<file path="config.mk">
export PLATFORM = sky130hd
export DESIGN_NAME = cc_frame_sequencer_flat
export DESIGN_NICKNAME = d
export VERILOG_FILES = /design/src/rtl/cc_frame_sequencer_if.sv /design/src/rtl/cc_frame_sequencer.sv /design/src/flat_wrapper.sv
export SDC_FILE = /design/constraint.sdc
export NUM_CORES = 1
export LEC_CHECK = 0
export CORE_UTILIZATION = 39
export DETAILED_ROUTE_END_ITERATION = 8
export PLACE_DENSITY_LB_ADDON = 0.1
export SYNTH_ARGS = -nofsm -noshare
export SYNTH_HDL_FRONTEND = slang
export SYNTH_SLANG_ARGS = --single-unit
</file>
<file path="constraint.sdc">
create_clock -name clk -period 2.1 [get_ports clk]
set_input_delay 0.63 -clock clk [delete_from_list [all_inputs] [get_ports clk]]
set_output_delay 0.63 -clock clk [all_outputs]
set_load 0.005 [all_outputs]
</file>
<file path="src/rtl/cc_frame_sequencer_if.sv">
// Bus bundle between the frame sequencer, its sample source, the ranking core and the result sink.
interface cc_frame_sequencer_if;
    localparam int unsigned SCORE_W = 4;
    localparam int unsigned ID_W    = 3;
    localparam int unsigned OPT_W   = 3;
    localparam int unsigned A_W     = 2;
    localparam int unsigned B_W     = 3;

    logic               in_valid;
    logic [SCORE_W-1:0] in_score;
    logic [OPT_W-1:0]   in_opt;
    logic [A_W-1:0]     in_a;
    logic [B_W-1:0]     in_b;
    logic               in_ready;

    logic [SCORE_W-1:0] core_s0, core_s1, core_s2, core_s3, core_s4, core_s5, core_s6;
    logic [OPT_W-1:0]   core_opt;
    logic [A_W-1:0]     core_a;
    logic [B_W-1:0]     core_b;

    logic [ID_W-1:0]    core_id0, core_id1, core_id2, core_id3, core_id4, core_id5, core_id6;
    logic [ID_W-1:0]    core_out;

    logic               out_valid;
    logic [ID_W-1:0]    out_id;
    logic [ID_W-1:0]    out_result;

    // Sequencer side
    modport slave (
        input  in_valid, in_score, in_opt, in_a, in_b,
        input  core_id0, core_id1, core_id2, core_id3, core_id4, core_id5, core_id6, core_out,
        output in_ready,
        output core_s0, core_s1, core_s2, core_s3, core_s4, core_s5, core_s6,
        output core_opt, core_a, core_b,
        output out_valid, out_id, out_result
    );

    // Environment side: sample source, core and result sink
    modport master (
        output in_valid, in_score, in_opt, in_a, in_b,
        output core_id0, core_id1, core_id2, core_id3, core_id4, core_id5, core_id6, core_out,
        input  in_ready,
        input  core_s0, core_s1, core_s2, core_s3, core_s4, core_s5, core_s6,
        input  core_opt, core_a, core_b,
        input  out_valid, out_id, out_result
    );
endinterface

</file>
<file path="src/rtl/cc_frame_sequencer.sv">
// Serial-to-parallel loader in front of the class-ranking core and parallel-to-serial
// result streamer behind it: 7 samples in, one CALC cycle, 7 ranked IDs out.
module cc_frame_sequencer (
    input  logic                 clk,
    input  logic                 rst_n,
    cc_frame_sequencer_if.slave  bus
);
    localparam int unsigned NUM_STU = 7;
    localparam int unsigned SCORE_W = 4;
    localparam int unsigned ID_W    = 3;
    localparam int unsigned OPT_W   = 3;
    localparam int unsigned A_W     = 2;
    localparam int unsigned B_W     = 3;
    localparam int unsigned CNT_W   = 3;
    localparam logic [CNT_W-1:0] LAST_IDX = CNT_W'(NUM_STU - 1);

    typedef enum logic [1:0] {IDLE, LOAD, CALC, OUT} state_e;

    state_e                            state_q, state_d;
    logic [CNT_W-1:0]                  cnt_q, cnt_d;
    logic [NUM_STU-1:0][SCORE_W-1:0]   score_q, score_d;
    logic [OPT_W-1:0]                  opt_q, opt_d;
    logic [A_W-1:0]                    a_q, a_d;
    logic [B_W-1:0]                    b_q, b_d;
    logic [NUM_STU-1:0][ID_W-1:0]      res_id_q, res_id_d;
    logic [ID_W-1:0]                   res_q, res_d;
    logic                              in_ready_q, in_ready_d;
    logic                              out_valid_q, out_valid_d;
    logic [ID_W-1:0]                   out_id_q, out_id_d;
    logic [ID_W-1:0]                   out_result_q, out_result_d;
    logic [NUM_STU-1:0][ID_W-1:0]      core_ids;

    assign core_ids = {bus.core_id6, bus.core_id5, bus.core_id4, bus.core_id3,
                       bus.core_id2, bus.core_id1, bus.core_id0};

    // Next-state, bank writes and registered output stream
    always_comb begin
        state_d      = state_q;
        cnt_d        = cnt_q;
        score_d      = score_q;
        opt_d        = opt_q;
        a_d          = a_q;
        b_d          = b_q;
        res_id_d     = res_id_q;
        res_d        = res_q;
        out_valid_d  = 1'b0;
        out_id_d     = '0;
        out_result_d = '0;

        case (state_q)
            IDLE: begin
                if (bus.in_valid) begin
                    score_d[0] = bus.in_score;
                    opt_d      = bus.in_opt;
                    a_d        = bus.in_a;
                    b_d        = bus.in_b;
                    cnt_d      = CNT_W'(1);
                    state_d    = LOAD;
                end
            end
            LOAD: begin
                if (bus.in_valid) begin
                    score_d[cnt_q] = bus.in_score;
                    if (cnt_q == LAST_IDX) begin
                        cnt_d   = '0;
                        state_d = CALC;
                    end else begin
                        cnt_d = cnt_q + CNT_W'(1);
                    end
                end else begin
                    // A gap mid-frame drops the frame entirely
                    cnt_d   = '0;
                    state_d = IDLE;
                end
            end
            CALC: begin
                // The first output beat is taken straight from the core as it is captured
                res_id_d     = core_ids;
                res_d        = bus.core_out;
                cnt_d        = '0;
                state_d      = OUT;
                out_valid_d  = 1'b1;
                out_id_d     = core_ids[0];
                out_result_d = bus.core_out;
            end
            OUT: begin
                if (cnt_q == LAST_IDX) begin
                    cnt_d   = '0;
                    state_d = IDLE;
                end else begin
                    cnt_d        = cnt_q + CNT_W'(1);
                    out_valid_d  = 1'b1;
                    out_id_d     = res_id_q[cnt_d];
                    out_result_d = res_q;
                end
            end
            default: begin
                cnt_d   = '0;
                state_d = IDLE;
            end
        endcase

        in_ready_d = (state_d == IDLE) || (state_d == LOAD);
    end

    always_ff @(posedge clk or negedge rst_n) begin
        if (!rst_n) begin
            state_q      <= IDLE;
            cnt_q        <= '0;
            score_q      <= '0;
            opt_q        <= '0;
            a_q          <= '0;
            b_q          <= '0;
            res_id_q     <= '0;
            res_q        <= '0;
            in_ready_q   <= 1'b1;
            out_valid_q  <= 1'b0;
            out_id_q     <= '0;
            out_result_q <= '0;
        end else begin
            state_q      <= state_d;
            cnt_q        <= cnt_d;
            score_q      <= score_d;
            opt_q        <= opt_d;
            a_q          <= a_d;
            b_q          <= b_d;
            res_id_q     <= res_id_d;
            res_q        <= res_d;
            in_ready_q   <= in_ready_d;
            out_valid_q  <= out_valid_d;
            out_id_q     <= out_id_d;
            out_result_q <= out_result_d;
        end
    end

    assign bus.in_ready   = in_ready_q;
    assign bus.core_s0    = score_q[0];
    assign bus.core_s1    = score_q[1];
    assign bus.core_s2    = score_q[2];
    assign bus.core_s3    = score_q[3];
    assign bus.core_s4    = score_q[4];
    assign bus.core_s5    = score_q[5];
    assign bus.core_s6    = score_q[6];
    assign bus.core_opt   = opt_q;
    assign bus.core_a     = a_q;
    assign bus.core_b     = b_q;
    assign bus.out_valid  = out_valid_q;
    assign bus.out_id     = out_id_q;
    assign bus.out_result = out_result_q;
endmodule

</file>
<file path="src/flat_wrapper.sv">
// flat-port wrapper written by rule: the top's interface ports become plain ports
module cc_frame_sequencer_flat 
  (clk, rst_n, bus_in_valid, bus_in_score, bus_in_opt, bus_in_a, bus_in_b, bus_core_id0, bus_core_id1, bus_core_id2, bus_core_id3, bus_core_id4, bus_core_id5, bus_core_id6, bus_core_out, bus_in_ready, bus_core_s0, bus_core_s1, bus_core_s2, bus_core_s3, bus_core_s4, bus_core_s5, bus_core_s6, bus_core_opt, bus_core_a, bus_core_b, bus_out_valid, bus_out_id, bus_out_result);
  cc_frame_sequencer_if bus_i ();
  input  logic clk;
  input  logic rst_n;
  input wire logic [$bits(bus_i.in_valid)-1:0] bus_in_valid;
  input wire logic [$bits(bus_i.in_score)-1:0] bus_in_score;
  input wire logic [$bits(bus_i.in_opt)-1:0] bus_in_opt;
  input wire logic [$bits(bus_i.in_a)-1:0] bus_in_a;
  input wire logic [$bits(bus_i.in_b)-1:0] bus_in_b;
  input wire logic [$bits(bus_i.core_id0)-1:0] bus_core_id0;
  input wire logic [$bits(bus_i.core_id1)-1:0] bus_core_id1;
  input wire logic [$bits(bus_i.core_id2)-1:0] bus_core_id2;
  input wire logic [$bits(bus_i.core_id3)-1:0] bus_core_id3;
  input wire logic [$bits(bus_i.core_id4)-1:0] bus_core_id4;
  input wire logic [$bits(bus_i.core_id5)-1:0] bus_core_id5;
  input wire logic [$bits(bus_i.core_id6)-1:0] bus_core_id6;
  input wire logic [$bits(bus_i.core_out)-1:0] bus_core_out;
  output wire logic [$bits(bus_i.in_ready)-1:0] bus_in_ready;
  output wire logic [$bits(bus_i.core_s0)-1:0] bus_core_s0;
  output wire logic [$bits(bus_i.core_s1)-1:0] bus_core_s1;
  output wire logic [$bits(bus_i.core_s2)-1:0] bus_core_s2;
  output wire logic [$bits(bus_i.core_s3)-1:0] bus_core_s3;
  output wire logic [$bits(bus_i.core_s4)-1:0] bus_core_s4;
  output wire logic [$bits(bus_i.core_s5)-1:0] bus_core_s5;
  output wire logic [$bits(bus_i.core_s6)-1:0] bus_core_s6;
  output wire logic [$bits(bus_i.core_opt)-1:0] bus_core_opt;
  output wire logic [$bits(bus_i.core_a)-1:0] bus_core_a;
  output wire logic [$bits(bus_i.core_b)-1:0] bus_core_b;
  output wire logic [$bits(bus_i.out_valid)-1:0] bus_out_valid;
  output wire logic [$bits(bus_i.out_id)-1:0] bus_out_id;
  output wire logic [$bits(bus_i.out_result)-1:0] bus_out_result;
  assign bus_i.in_valid = bus_in_valid;
  assign bus_i.in_score = bus_in_score;
  assign bus_i.in_opt = bus_in_opt;
  assign bus_i.in_a = bus_in_a;
  assign bus_i.in_b = bus_in_b;
  assign bus_i.core_id0 = bus_core_id0;
  assign bus_i.core_id1 = bus_core_id1;
  assign bus_i.core_id2 = bus_core_id2;
  assign bus_i.core_id3 = bus_core_id3;
  assign bus_i.core_id4 = bus_core_id4;
  assign bus_i.core_id5 = bus_core_id5;
  assign bus_i.core_id6 = bus_core_id6;
  assign bus_i.core_out = bus_core_out;
  assign bus_in_ready = bus_i.in_ready;
  assign bus_core_s0 = bus_i.core_s0;
  assign bus_core_s1 = bus_i.core_s1;
  assign bus_core_s2 = bus_i.core_s2;
  assign bus_core_s3 = bus_i.core_s3;
  assign bus_core_s4 = bus_i.core_s4;
  assign bus_core_s5 = bus_i.core_s5;
  assign bus_core_s6 = bus_i.core_s6;
  assign bus_core_opt = bus_i.core_opt;
  assign bus_core_a = bus_i.core_a;
  assign bus_core_b = bus_i.core_b;
  assign bus_out_valid = bus_i.out_valid;
  assign bus_out_id = bus_i.out_id;
  assign bus_out_result = bus_i.out_result;
  cc_frame_sequencer u_core (.clk(clk), .rst_n(rst_n), .bus(bus_i));
endmodule
</file>
==> impl_metrics.json <==
{
  "status": "complete, no violations",
  "ys_seq_area_frac": 0.599,
  "syn2layout_area_growth_pct": 38.5,
  "cp_max_fo": 1,
  "critPathBufInv": 1,
  "synth_nets": 292,
  "fillers": 682,
  "crit_path_start_kind": "flop",
  "wirelength_um": 6190,
  "ioPinCount": 83,
  "synth_cell_types": 37,
  "clock-sinks": 73,
  "netlist.top_cell.by_area": "dfrtp_1",
  "rsz0062_at_grt": "no",
  "top_layer": "met4",
  "fmax_mhz": 511,
  "dr.first_iter.drc_count": 40,
  "cpMaxStageDelayCell": "dfstp_2",
  "overflow": 0,
  "cts_tree": "yes",
  "met3_length_um": 224,
  "place.gp.congestion": 0.722,
  "wire_per_inst_um": 13.9,
  "die_h_um": 90.4,
  "slowest_delay_ps": 520,
  "maxSlewViolCount": 0,
  "cp-end-kind": "primary output",
  "critPathKind": "flop to primary output",
  "yosysTopAreaCellShare": 0.591,
  "r2r_slack_ps": 320,
  "synth_area_leaders": "dfrtp_1 (59%), mux2_2 (13%), nand2_1 (8.9%)",
  "async_reset_ff_frac": 1.00,
  "cts_hold_buf": 0,
  "synth_area_um2": 3050,
  "ys.flop_type": "dfrtp_1",
  "relSlewSlack": 0.720,
  "fp.dieW_um": 90.4,
  "period_share": 0.931,
  "dp.cells": 430,
  "dr_wl_met2_um": 2770,
  "power_mw": 6.06,
  "grt_pass1_vias": 2185,
  "ctsResizeCount": 0,
  "drtPass1Iterations": 4,
  "via_count": 2068,
  "setup_violations": 0,
  "num_antenna_cells": 0,
  "ys_ff_latch": 73,
  "finalHoldViolations": 0,
  "dp_hpwl_um": 4360,
  "final_cell_count_no_fill": 446,
  "powerDensity_nw_per_um2": 1440,
  "numCtsBuffers": 9,
  "clock_latency_ps": 340,
  "core_um2": 7410,
  "syn_inst": 251,
  "drive_gt1_frac": 0.213,
  "grt_pass1_wl_um": 10700,
  "yosysWarningCount": 0,
  "avgSynthCellArea_um2": 12.2,
  "fin_skew_ps": 7.52,
  "synth-edff-count": 0,
  "synthTopCellsByCount": "dfrtp_1 (72), nand2_1 (72), mux2_2 (35)",
  "antenna_left": 0,
  "drc": 0,
  "cp_data_required_time_ps": 1470,
  "crit_chain": "clkdlybuf4s50_1",
  "hp-class": "primary input to asynchronous set/reset pin",
  "nets": 383,
  "vias_per_cell": 4.64,
  "crit_family": "flip-flops",
  "arrival_ps": 1330,
  "portBuffers": 82,
  "drv_cap": 0,
  "clk_path_buf_depth": 2,
  "grt_use_total": 0.166,
  "initial_core_util": 0.412,
  "grt_max_degree": 31,
  "clock-root-buffer": "clkbuf_8",
  "worst_pin_slew_ps": 419,
  "leakagePower_nw": 1.95,
  "antenna_found_initial": 0,
  "cts_setup_buffers": 0,
  "h-tree-depth": 3,
  "rows": 31,
  "die_area_um2": 8180,
  "clkTransAtPathRegs_ps": 70,
  "min_period_ps": 1960,
  "peakVddDrop_v": 0.000527,
  "met1_length_um": 3070
}
-- cells by family (layout without fill, tap and decap cells) --
family	after synthesis	count (layout)	share of synthesized area
simple gates	98	98	0.151
flops	73	73	0.599
mux	42	42	0.171
compound gates	17	17	0.0402
buf+inv	17	113	0.0246
fa+ha+maj	2	2	0.00820
xor+xnor	2	2	0.00574
-- layer usage --
metal  track usage  vias up
met4        0.0766        0
met5             0        -
met3        0.0337       10
li1              -     1024
met1         0.231      979
met2         0.251       55
-- power by group --
group	internal, mW	total [mW]	leakage [nW]	switching (mW)
clock	0.580	1.07	0.0974	0.491
sequential	2.09	2.51	0.910	0.423
combinational	1.56	2.48	0.945	0.918
-- layout make-up --
| cell class | instances | area [um2] | area share |
|---|---|---|---|
| sequential | 73 | 1830 | 0.433 |
| multi-input combinational | 161 | 1150 | 0.272 |
| timing repair buffer | 92 | 918 | 0.217 |
| clock buffer | 13 | 149 | 0.0352 |
| tap | 99 | 124 | 0.0293 |
| clock inverter | 3 | 40.0 | 0.00948 |
| inverter | 5 | 18.8 | 0.00444 |
-- placed cells by master (no fill, tap or decap), types with 2 or more instances in the layout --
cell type / Yosys / final
o31ai_1: 5 / 5
clkbuf_8: 0 / 10
nor2b_1: 2 / 2
clkinv_2: 0 / 2
inv_1: 5 / 5
a221oi_1: 3 / 3
o21ai_0: 5 / 5
nand2b_1: 3 / 3
buf_4: 1 / 9
dfrtp_1: 72 / 72
ha_1: 2 / 2
nand3b_1: 2 / 2
buf_12: 0 / 2
clkbuf_1: 5 / 3
mux2_4: 4 / 4
nand2_1: 72 / 72
mux4_2: 3 / 3
mux2_2: 35 / 35
clkdlybuf4s50_1: 0 / 81
nor2_1: 5 / 5
and2_1: 2 / 2
nand3_1: 2 / 2
-- through the flow --
stage	worst slack [ps]	instance area (um2)	utilization	TNS, ps	hold slack (ps)
6_report	144	4230	0.570	0	196
3_3_place_gp	-109	4040	0.545	-1400	454
5_1_grt	106	4230	0.570	0	214
4_1_cts	118	4230	0.570	0	198
3_5_place_dp	-126	4040	0.545	-1450	458
2_1_floorplan	314	3050	-	0	334
-- sequential cells by signal, indices dropped and copies added, names as in the netlist --
| signal | flops |
|---|---|
| u_core.bus.core_s3 | 4 |
| u_core.bus.core_s1 | 4 |
| u_core.bus.core_s2 | 4 |
| u_core.bus.core_s5 | 4 |
| u_core.cnt_q | 3 |
| u_core.bus.out_id | 3 |
| u_core.bus.core_s4 | 4 |
| u_core.res_id_q | 21 |
| u_core.bus.in_ready | 1 |
| u_core.state_q | 2 |
| u_core.bus.out_result | 3 |
| u_core.bus.out_valid | 1 |
| u_core.bus.core_b | 3 |
| u_core.res_q | 3 |
| u_core.bus.core_s6 | 4 |
| u_core.bus.core_s0 | 4 |
| u_core.bus.core_opt | 3 |
| u_core.bus.core_a | 2 |
-- path summary, 6_finish.rpt --
check                      cells after the start                            endpoint                            from
min                                            1  u_core.bus.out_result[0]$_DFF_PN0_                           rst_n
max in group asynchronous                      2       u_core.bus.in_ready$_DFF_PN1_                           rst_n
min reg2reg                                    2      u_core.res_id_q[4]$_DFFE_PN0P_  u_core.res_id_q[4]$_DFFE_PN0P_
max reg2reg                                    5      u_core.bus.out_id[2]$_DFF_PN0_     u_core.cnt_q[0]$_DFFE_PN0P_
max                                            1                        bus_in_ready   u_core.bus.in_ready$_DFF_PN1_
min in group clk                               2      u_core.res_id_q[4]$_DFFE_PN0P_  u_core.res_id_q[4]$_DFFE_PN0P_
No activity file was read; power rests on OpenSTA's default activity.
==> RTL edit, RTL diff (same settings) <==
Change the localparam `CNT_W` from 3 to 6.
--- a/src/rtl/cc_frame_sequencer.sv
+++ b/src/rtl/cc_frame_sequencer.sv
@@ -13,3 +13,3 @@
     localparam int unsigned B_W     = 3;
-    localparam int unsigned CNT_W   = 3;
+    localparam int unsigned CNT_W   = 6;
     localparam logic [CNT_W-1:0] LAST_IDX = CNT_W'(NUM_STU - 1);
Formal check against the unedited RTL: no difference found for any inputs over 10 cycles, from zero or initial values and one cycle with rst_n low; that may be too few to reach the edited logic, so the function may still have changed.
==> RTL edit against the unedited design <==
Routed wire length grew 12%; final cell count rose by 9.2%; clock skew about the same; critical path type unchanged; sequential power about the same; non-clock buffer count grew 10; setup slack worse by 0.023 ns; largest power group is now combinational cells; area after synthesis up 7.0%; cell area increased by 7.2%; total power is 6.1% higher; sequential cell count is 3 higher; count of clock-buffer cells in the layout fell by 3; critical endpoint unchanged.
==> RTL edit: results (changes against the unedited design) <==
[clock_tree]
numCtsBuffers=9  ; unchanged
clockBufferDepth=2  ; unchanged
cts.repair_timing.setup_buffer_count=0  ; unchanged
cts.clk_slew.worst_paths_ns=0.08

[logic_synthesis]
netlist-cell-type-count=41  ; +11%
post_synth_most_frequent_cells=sky130_fd_sc_hd__nand2_1, sky130_fd_sc_hd__dfrtp_1, sky130_fd_sc_hd__mux2_2
yosysWarnings=0  ; unchanged
synth_top_cells_by_area=sky130_fd_sc_hd__dfrtp_1, sky130_fd_sc_hd__mux2_2, sky130_fd_sc_hd__nand2_1, sky130_fd_sc_hd__mux2_4, sky130_fd_sc_hd__mux4_2
syn-num-nets=322  ; +10%
ys_async_sr_fraction=1.00  ; unchanged
yosysSeqAreaShare=0.583  ; -0.0161

[sta]
skew_ns=0.00775  ; +0.000234 ns
period_needed_ns=1.98  ; +0.0232 ns
slew_of_the_pin_with_the_lowest_slew_margin_ns=0.418  ; -0.00150 ns

[critical_path]
setup.worst_path.end=bus_in_ready
worst_setup_path_startpoint=u_core.bus.in_ready
crit_family=flip-flops
regToRegStartpoint=u_core.cnt_q[1]
regToRegEndpoint=u_core.bus.out_id[2]
worst_r2r_path_depth=5  ; unchanged
timing.reg2reg.setup_slack_ns=0.25  ; -0.07 ns
worst_path_largest_cell_delay_ns=0.52  ; about the same
worst-endpoint-arrival_ns=1.35  ; +0.02 ns

[routing]
vias=2371  ; +15%
drt_first_iter_violations=39  ; -2.5%
first_pass_iters=4  ; unchanged
routed_wirelength_um=6920  ; +12%

[power_and_ir_drop]
ir_worst_vdd_mv=0.655  ; +24%
p_leak_nw=2.14  ; +9.4%

[grt]
global_route.usage.total=0.178  ; +0.0118
largest_net_degree_at_the_start_of_global_routing=30  ; -3.2%
grt_total_ovfl=0  ; unchanged
vias_in_the_first_global_route=2476  ; +13%
grt_pass1_wl_um=11800  ; +9.7%

[cells_and_area]
final.fill_count=731  ; +7.2%
top_regs=u_core.res_id_q x21, u_core.cnt_q x6
fin_nets=421  ; +9.9%
drive_gt1_frac=0.234  ; +0.0205

[placement]
dpl_worst_slack_ns=-0.343  ; -0.217 ns
placement.cell_area_sq_um=4310  ; +6.9%
dpl.hpwl_um=4870  ; +12%
gpl.final_weighted_congestion=0.761  ; +5.5%

[outcome]
status=complete, no violations

==> RTL edit: cell types whose count changed in the layout (fill, tap and decap cells not counted), sizes merged, moves of 4 or more <==
| cell | change |
|---|---|
| a31oi | +4 |
| mux2i | +4 |
| buf | +10 |
| nand2 | +14 |
==> RTL edit: timing repair <==
item / CTS / global route
resized for setup: 0 / 2
endpoints found under the hold margin: 0 / 0
setup endpoints to repair: 0 / 3
==> RTL edit: area by class of cell <==
type | count | area, sq um | area share
inverters | 4 | 15.0 | 0.00331
clock buffers | 10 | 138 | 0.0304
clock inverters | 6 | 71.3 | 0.0157
multi-input cells | 187 | 1290 | 0.286
well taps | 102 | 128 | 0.0282
repair buffers | 102 | 981 | 0.217
flip-flops and latches | 76 | 1900 | 0.420
==> RTL edit: worst min-delay path by stage <==
stage	startpoint	to	slack, ns
6_report	rst_n	u_core.bus.core_a[0]	0.19
5_1_grt	rst_n	u_core.bus.core_opt[1]	0.21
4_1_cts	rst_n	u_core.bus.core_opt[1]	0.19
3_5_place_dp	u_core.res_id_q[17]	u_core.res_id_q[17]	0.46
3_3_place_gp	u_core.res_id_q[9]	u_core.res_id_q[9]	0.45
2_1_floorplan	rst_n	u_core.bus.core_a[0]	0.33
==> RTL edit: power breakdown <==
part,internal [W],switching [W]
clock network,0.000592,0.000570
logic,0.00167,0.00111
registers,0.00212,0.000382
==> RTL edit: logic make-up after synthesis <==
family,share of synthesized area
simple gates,0.162
xor+xnor,0.00767
buf+inv,0.0230
mux,0.170
compound gates,0.0464
flops,0.583
fa+ha+maj,0.00767
==> RTL edit: routing by layer <==
layer / up-vias / GRT usage / wire [um]
met5: - / 0 / 0
met4: 0 / 0.0885 / 143
met3: 11 / 0.0350 / 293
met2: 64 / 0.293 / 3370
met1: 1146 / 0.225 / 3110
li1: 1150 / - / -
==> RTL edit: through the flow <==
| stage | setup TNS, ns | std cells | util |
|---|---|---|---|
| 2_1_floorplan | 0 | 281 | - |
| 3_3_place_gp | -6.70 | 471 | 0.544 |
| 3_5_place_dp | -7.45 | 471 | 0.544 |
| 4_1_cts | 0 | 487 | 0.571 |
| 5_1_grt | 0 | 487 | 0.571 |
| 6_report | 0 | 487 | 0.571 |
